===== src/rtl/usb_tx_stuff_nrzi.sv =====
// USB transmit back end: bit stuffing, NRZI encoding, EOP generation and
// transceiver line drive. Optional stuffed-bit counter output is enabled by
// defining USB_TX_STUFF_CNT_EN.
module usb_tx_stuff_nrzi #(
  parameter int unsigned STUFF_LEN      = 6,
  parameter int unsigned EOP_SE0_CYCLES = 2,
  parameter bit          LOW_SPEED      = 1'b0
) (
  input  logic       clk,
  input  logic       rst,
  input  logic       pkt_start,
  input  logic       bit_in,
  input  logic       bit_valid,
  input  logic       bit_last,
  output logic       stall,
  output logic       dp,
  output logic       dm,
  output logic       oe,
`ifdef USB_TX_STUFF_CNT_EN
  output logic [7:0] stuff_cnt,
`endif
  output logic       eop_done
);

  localparam int unsigned CntW = $clog2(STUFF_LEN + 1);
  localparam int unsigned EopW = $clog2(EOP_SE0_CYCLES + 2);

  // {dp,dm} for the idle (J) and opposite (K) line states.
  localparam logic [1:0] LineJ = LOW_SPEED ? 2'b01 : 2'b10;
  localparam logic [1:0] LineK = LOW_SPEED ? 2'b10 : 2'b01;
  localparam logic [1:0] LineSe0 = 2'b00;

  typedef enum logic [1:0] {StIdle, StActive, StStuff, StEop} state_e;

  state_e            state_q, state_d;
  logic [CntW-1:0]   ones_q, ones_d;
  logic [EopW-1:0]   eop_cnt_q, eop_cnt_d;
  logic              lvl_q, lvl_d;       // 1 = line at J, 0 = line at K
  logic              last_q, last_d;     // stuffed bit followed the final data bit
  logic [1:0]        line_q, line_d;
  logic              oe_q, oe_d;
  logic              done_q, done_d;
  logic              nxt_lvl;

  // Next-state, NRZI level and registered line outputs.
  always_comb begin
    state_d   = state_q;
    ones_d    = ones_q;
    eop_cnt_d = eop_cnt_q;
    lvl_d     = lvl_q;
    last_d    = last_q;
    line_d    = line_q;
    oe_d      = oe_q;
    done_d    = 1'b0;
    nxt_lvl   = bit_in ? lvl_q : ~lvl_q;

    unique case (state_q)
      StIdle: begin
        line_d = LineJ;
        oe_d   = 1'b0;
        // The eop_done cycle still looks like idle but must not start a packet.
        if (pkt_start && !done_q) begin
          state_d = StActive;
          ones_d  = '0;
          lvl_d   = 1'b1;
        end
      end
      StActive: begin
        if (bit_valid) begin
          oe_d   = 1'b1;
          lvl_d  = nxt_lvl;
          line_d = nxt_lvl ? LineJ : LineK;
          ones_d = bit_in ? ones_q + 1'b1 : '0;
          if (bit_in && (ones_q == CntW'(STUFF_LEN - 1))) begin
            state_d = StStuff;
            last_d  = bit_last;
          end else if (bit_last) begin
            state_d   = StEop;
            eop_cnt_d = '0;
          end
        end
      end
      StStuff: begin
        lvl_d     = ~lvl_q;
        line_d    = lvl_q ? LineK : LineJ;
        ones_d    = '0;
        eop_cnt_d = '0;
        state_d   = last_q ? StEop : StActive;
      end
      StEop: begin
        if (eop_cnt_q < EopW'(EOP_SE0_CYCLES)) begin
          line_d    = LineSe0;
          eop_cnt_d = eop_cnt_q + 1'b1;
        end else if (eop_cnt_q == EopW'(EOP_SE0_CYCLES)) begin
          line_d    = LineJ;
          eop_cnt_d = eop_cnt_q + 1'b1;
        end else begin
          line_d  = LineJ;
          oe_d    = 1'b0;
          done_d  = 1'b1;
          lvl_d   = 1'b1;
          ones_d  = '0;
          state_d = StIdle;
        end
      end
      default: state_d = StIdle;
    endcase
  end

  // State and output registers with synchronous reset to idle J.
  always_ff @(posedge clk) begin
    if (rst) begin
      state_q   <= StIdle;
      ones_q    <= '0;
      eop_cnt_q <= '0;
      lvl_q     <= 1'b1;
      last_q    <= 1'b0;
      line_q    <= LineJ;
      oe_q      <= 1'b0;
      done_q    <= 1'b0;
    end else begin
      state_q   <= state_d;
      ones_q    <= ones_d;
      eop_cnt_q <= eop_cnt_d;
      lvl_q     <= lvl_d;
      last_q    <= last_d;
      line_q    <= line_d;
      oe_q      <= oe_d;
      done_q    <= done_d;
    end
  end

  assign stall    = (state_q == StStuff);
  assign dp       = line_q[1];
  assign dm       = line_q[0];
  assign oe       = oe_q;
  assign eop_done = done_q;

`ifdef USB_TX_STUFF_CNT_EN
  logic [7:0] stuff_cnt_q;

  // Stuffed bits in the current packet, saturating, held after EOP.
  always_ff @(posedge clk) begin
    if (rst) begin
      stuff_cnt_q <= '0;
    end else if (state_q == StIdle && pkt_start && !done_q) begin
      stuff_cnt_q <= '0;
    end else if (state_q == StStuff && stuff_cnt_q != 8'hff) begin
      stuff_cnt_q <= stuff_cnt_q + 8'd1;
    end
  end

  assign stuff_cnt = stuff_cnt_q;
`endif

endmodule

===== config.mk =====
export PLATFORM = sky130hd
export DESIGN_NAME = usb_tx_stuff_nrzi
export DESIGN_NICKNAME = d
export VERILOG_FILES = /design/src/rtl/usb_tx_stuff_nrzi.sv
export SDC_FILE = /design/constraint.sdc
export NUM_CORES = 1
export LEC_CHECK = 0
export CAP_MARGIN = 20
export CORE_ASPECT_RATIO = 1.5
export CORE_MARGIN = 2
export CORE_UTILIZATION = 30
export DETAILED_ROUTE_END_ITERATION = 6
export MAX_ROUTING_LAYER = met4
export REMOVE_ABC_BUFFERS = 1
export SLEW_MARGIN = 20
export SYNTH_ARGS = -nofsm -noshare
export SYNTH_HDL_FRONTEND = slang
export SYNTH_SLANG_ARGS = --single-unit

===== constraint.sdc =====
create_clock -name clk -period 2.5 [get_ports clk]
set_input_delay 0.5 -clock clk [delete_from_list [all_inputs] [get_ports clk]]
set_output_delay 0.5 -clock clk [all_outputs]
set_load 0.005 [all_outputs]

== Word-level counts from Yosys, hierarchy flattened ==
Cells that the tools add are included.

* Bits in latches: 0
* ROM bits: 0
* Memories kept: 0
* Register bits after elaboration: 13
* Memory bits (writable): 0
* Input port bits: 6

* Equal/unequal tests: 13
* Divide/modulo/power cells: 0
* Shift operators: 0
* $lt $le $gt $ge: 1
* Mux-type cells: 36
* Reductions and logical operators: 12
* Add/subtract/negate cells: 2
* Multiply operators: 0
* Bitwise gates (word level): 2

{| class="wikitable"
|+ Operators by type and width
! kind !! number
|-
| $mux W2 || 16
|-
| $pmux W2 S4 || 2
|-
| $mux W3 || 5
|-
| $ne A2 B2 Y1 const B || 6
|-
| $pmux W3 S4 || 1
|-
| $reduce_and A5 Y1 || 2
|-
| $mux W1 || 9
|-
| $reduce_and A4 Y1 || 2
|-
| $eq A2 B2 Y1 const B || 3
|-
| $ne A3 B3 Y1 const B || 2
|-
| $pmux W2 S3 || 1
|-
| $reduce_bool A3 Y1 || 2
|-
| $pmux W1 S4 || 1
|-
| $add A3 B1 Y3 const B || 1
|-
| $eq A3 B3 Y1 const B || 1
|-
| $pmux W1 S3 || 1
|-
| $reduce_and A3 Y1 || 1
|-
| $reduce_or A3 Y1 || 1
|-
| $add A2 B1 Y2 const B || 1
|-
| $eq A2 B1 Y1 const B || 1
|-
| $logic_and A1 B1 Y1 || 2
|-
| $logic_not A2 Y1 || 1
|-
| $lt A2 B2 Y1 const B || 1
|-
| $not A1 Y1 || 2
|-
| $logic_not A1 Y1 || 1
|}

== Depth between registers and ports, before layout ==
* Depth in word-level cells: 5
* Depth in mapped cells: 7
* Depth with buffers taken out: 6

== Worst setup path before layout ==
OpenSTA, ideal clock, no wires.

* Kind: reg-to-reg
* From: register state_q[1]
* To: register ones_q[2]
* Data arrival time: 1671 ps
* Path buffers: 1
* Slack: 712 ps
* Period minus slack after synthesis: 1788 ps
* Stages on the path, launching flop included: 8
* Library setup time: 117 ps
* Path through: dfxtp_1 inv_1 ha_1 buf_6 and2b_4 a221oi_4 o21ai_1 a32o_1

* Cells in the longest elaborated chain, start to end: 3
* Elaborated cells on any way between the ends: 10
* Classes of those cells: eq/ne (7); mux (1); reduce/logical (2)

{| class="wikitable"
|+ RTL lines
! item !! line !! text
|-
| start, declared || 35 || <nowiki>state_e state_q, state_d;</nowiki>
|-
| start signal, assigned || 113 || <nowiki>state_q <= StIdle;</nowiki>
|-
| start signal, assigned || 122 || <nowiki>state_q <= state_d;</nowiki>
|-
| $eq A2 B2 Y1 (tied with other cells) || 57 || <nowiki>unique case (state_q)</nowiki>
|-
| $ne A2 B2 Y1 (no line) || - ||
|-
| $reduce_and A4 Y1 (no line) || - ||
|-
| end signal, assigned || 123 || <nowiki>ones_q <= ones_d;</nowiki>
|-
| end, declared || 36 || <nowiki>logic [CntW-1:0] ones_q, ones_d;</nowiki>
|}

Parallel ways exist; a longest one is shown, timed or not.
A chain may end at the register's enable or synchronous reset.

== Worst setup path in the final report ==
* From: register state_q[0]
* To: output stall

* Cells in the longest elaborated chain, start to end: 1

{| class="wikitable"
|+ RTL lines
! item !! line !! text
|-
| $eq A2 B2 Y1 || 133 || <nowiki>assign stall = (state_q == StStuff);</nowiki>
|-
| end, declared || 15 || <nowiki>output logic stall,</nowiki>
|}

No other way between the ends.

==> impl_results.md <==
* Status: finished, final reports clean
* Post-CTS sizing at 0
* Worst Hold Depth at 2
* Buffers on Ports at 10
* Leak Pwr at 0.383 nW
* Die width at 46.4 um
* Initial Util at 30.8%
* Worst Hold Launch: eop_cnt_q[0]
* Critical path class: flop to output port
* Placed cell area at 946 sq um
* DR iter-0 viols at 16
* DRT Pass-1 Iters at 2
* Row cnt at 23
* Power Dens Cells at 871 mW/mm^2
* Clock skew at 0.00209 ns
* Synth async-reset ratio at 0%
* Reg-to-reg slack, setup at 0.56 ns
* Synth cell count leaders: dfxtp_1, ha_1, a21oi_1, inv_1, nor2_1
* Initial antenna violation count at 0
* CP required at 2.00 ns
* Number of clock sinks at 13
* Slowest cell on the critical path: clkdlybuf4s50_1
* Layout Nets at 116
* Area contributors post-synth: dfxtp_1, ha_1, a21oi_1
* Min Tclk post-route at 2.07 ns
* Number of buffers added for setup after CTS at 0
* Vias at 653
* RSZ-0062 raised after global routing: false
* CP max FO at 6
* CTS tree: done
* Die Ht at 67.5 um
* CP startpoint kind: flop
* Post-synth top area share at 32.2%
* Layout cells sized above 1 at 11.1%
* Post-CTS Hold Buffers at 0
* R2R cell count at 6
* Final setup violation count at 0
* FF-to-FF End: ones_q[2]
* CTS max path bufs at 2
* CTS buffer count at 3
* Synthesis Warnings at 0
* Hold Crit Endpoint: eop_cnt_q[0]
* Post-Synthesis Cells at 86
* Vias in the first global route at 687
* Final Hold Viols at 0
* Routed WL at 1.78 mm
* Post-DP HPWL at 1.38 mm
* Critical Path AT at 1.57 ns
* Worst skew pair latency at 0.25 ns
* Top-count cell post-synth: dfxtp_1
* DRC at 0
* Number of enable flip-flop cells after synthesis at 0
* Post-synthesis register bit count at 13
* Synth unique cells at 37
* Syn Area/Cell at 9.38 sq um
* Pin count of the biggest net entering global routing at 13
* CP startpoint: state_q[0]
* Core area at 0.00262 sq mm
* Design area at 991 sq um
* Ports at 11
* Number of diodes at 0
* DR vias/cell at 4.80
* Worst r2r src: state_q[1]
* Worst slew pin tran at 0.475 ns
* Rel. slew slack at 68.2%
* Clk pin slew, worst setup/hold paths at 0.06 ns
* CTS root buf: clkbuf_8
* Final Cycle Share at 82.7%
* Routability cong. at 0.835
* Setup TNS at 0 ns
* Drt wl/cell at 13.1 um
* Max_cap viols at 0
* Sequential area share after synthesis at 32.2%
* H-tree depth at 1
* GRT overflow at 0
* Hold crit path type: flop to flop
* First-pass GRT wire length at 2.97 mm
* Die Area at 0.00313 sq mm
* Mapped cell area at 807 sq um
* Total GRT Usage at 14.4%
* Area leader, netlist: dfxtp_1
* Cells along the critical path: inv_1, ha_1, clkdlybuf4s50_1
* Fin. max-slew vios at 0
* Fillers at 266
* CP peak stage delay at 0.54 ns
* Max frequency at 0.484 GHz
* P&R area growth vs syn at 22.8%
* Antenna Nets Post-Route at 0
* Peak supply drop at 325 uV
* Most used flip-flop cell after synthesis: dfxtp_1
* CP Capture Type: output port
sequential cells by signal, indices dropped and copies added (netlist names):
signal and cells:
ones_q 3, eop_done 1, lvl_q 1, state_q 2
line_q 2, eop_cnt_q 2, oe 1, last_q 1
critical path: cells and delay by family (launching register included):
kind                       cells  cell delay (ns)
buffers and inverters          2             0.70
DFF                            1             0.34
adders and majority gates      1             0.27
power breakdown:
group | switching, mW | internal, mW
clock | 0.0848 | 0.113
combinational | 0.211 | 0.182
sequential | 0.0313 | 0.240
metal layers:
metal | part of all wire [%] | GRT usage, % | routed length [um]
met1 | 38 | 11.9 | 668
met5 | 0 | - | 0
met4 | 4.3 | 12.9 | 76
met3 | 1.9 | 1.87 | 34
met2 | 56 | 26.0 | 998
kinds of logic after synthesis:
kind of cell | count (synthesis) | synth area share, %
and+or+nand+nor | 26 | 18.1
DFF | 13 | 32.2
buffers and inverters | 9 | 5.12
xor gates and xnor gates | 1 | 1.09
AOI/OAI and AO/OA | 24 | 24.2
muxes | 3 | 3.72
adders and majority gates | 10 | 15.5
worst max path at each step:
| stage | endpoint | slack (ns) | cells after the start |
|---|---|---|---|
| 2_1_floorplan | ones_q[2] | 0.74 | 6 |
| 3_3_place_gp | ones_q[2] | 0.37 | 5 |
| 3_5_place_dp | ones_q[2] | 0.35 | 5 |
| 4_1_cts | stall | 0.42 | 3 |
| 5_1_grt | stall | 0.34 | 3 |
| 6_report | stall | 0.43 | 3 |
final cells by class:
type	instances	area (sq um)	area share (%)
Timing Repair Buffer	11	108	10.9
Tap cell	37	46.3	4.67
Clock buffer	4	45.0	4.55
Sequential cell	13	260	26.3
Inverter	7	26.3	2.65
Multi-Input combinational cell	64	505	51.0
cells in the final DEF, fill, tap and decap left out, types with 2 or more instances in the layout:
| cell | netlist | layout |
|---|---|---|
| dfxtp_1 | 13 | 13 |
| nand2b_1 | 2 | 2 |
| nand3_1 | 2 | 2 |
| nor2_1 | 7 | 7 |
| inv_1 | 7 | 7 |
| a211o_1 | 2 | 2 |
| clkdlybuf4s50_1 | 0 | 10 |
| nand2_1 | 5 | 5 |
| ha_1 | 10 | 10 |
| a211oi_1 | 2 | 2 |
| a21oi_1 | 7 | 7 |
| mux2i_1 | 3 | 3 |
| clkbuf_8 | 0 | 3 |
metrics by stage:
step / instances / util [%] / worst slack [ns] / power, mW / hold WS, ns
finish: 136 / 37.8 / 0.433 / 0.863 / 0.499
global placement: 132 / 36.1 / 0.368 / 0.672 / 0.476
detailed placement: 132 / 36.1 / 0.348 / 0.668 / 0.497
floorplan: 84 / - / 0.738 / 0.558 / 0.448
CTS: 136 / 37.8 / 0.418 / 0.871 / 0.506
global route: 136 / 37.8 / 0.337 / 0.929 / 0.512
No activity file was read; power rests on OpenSTA's default activity.
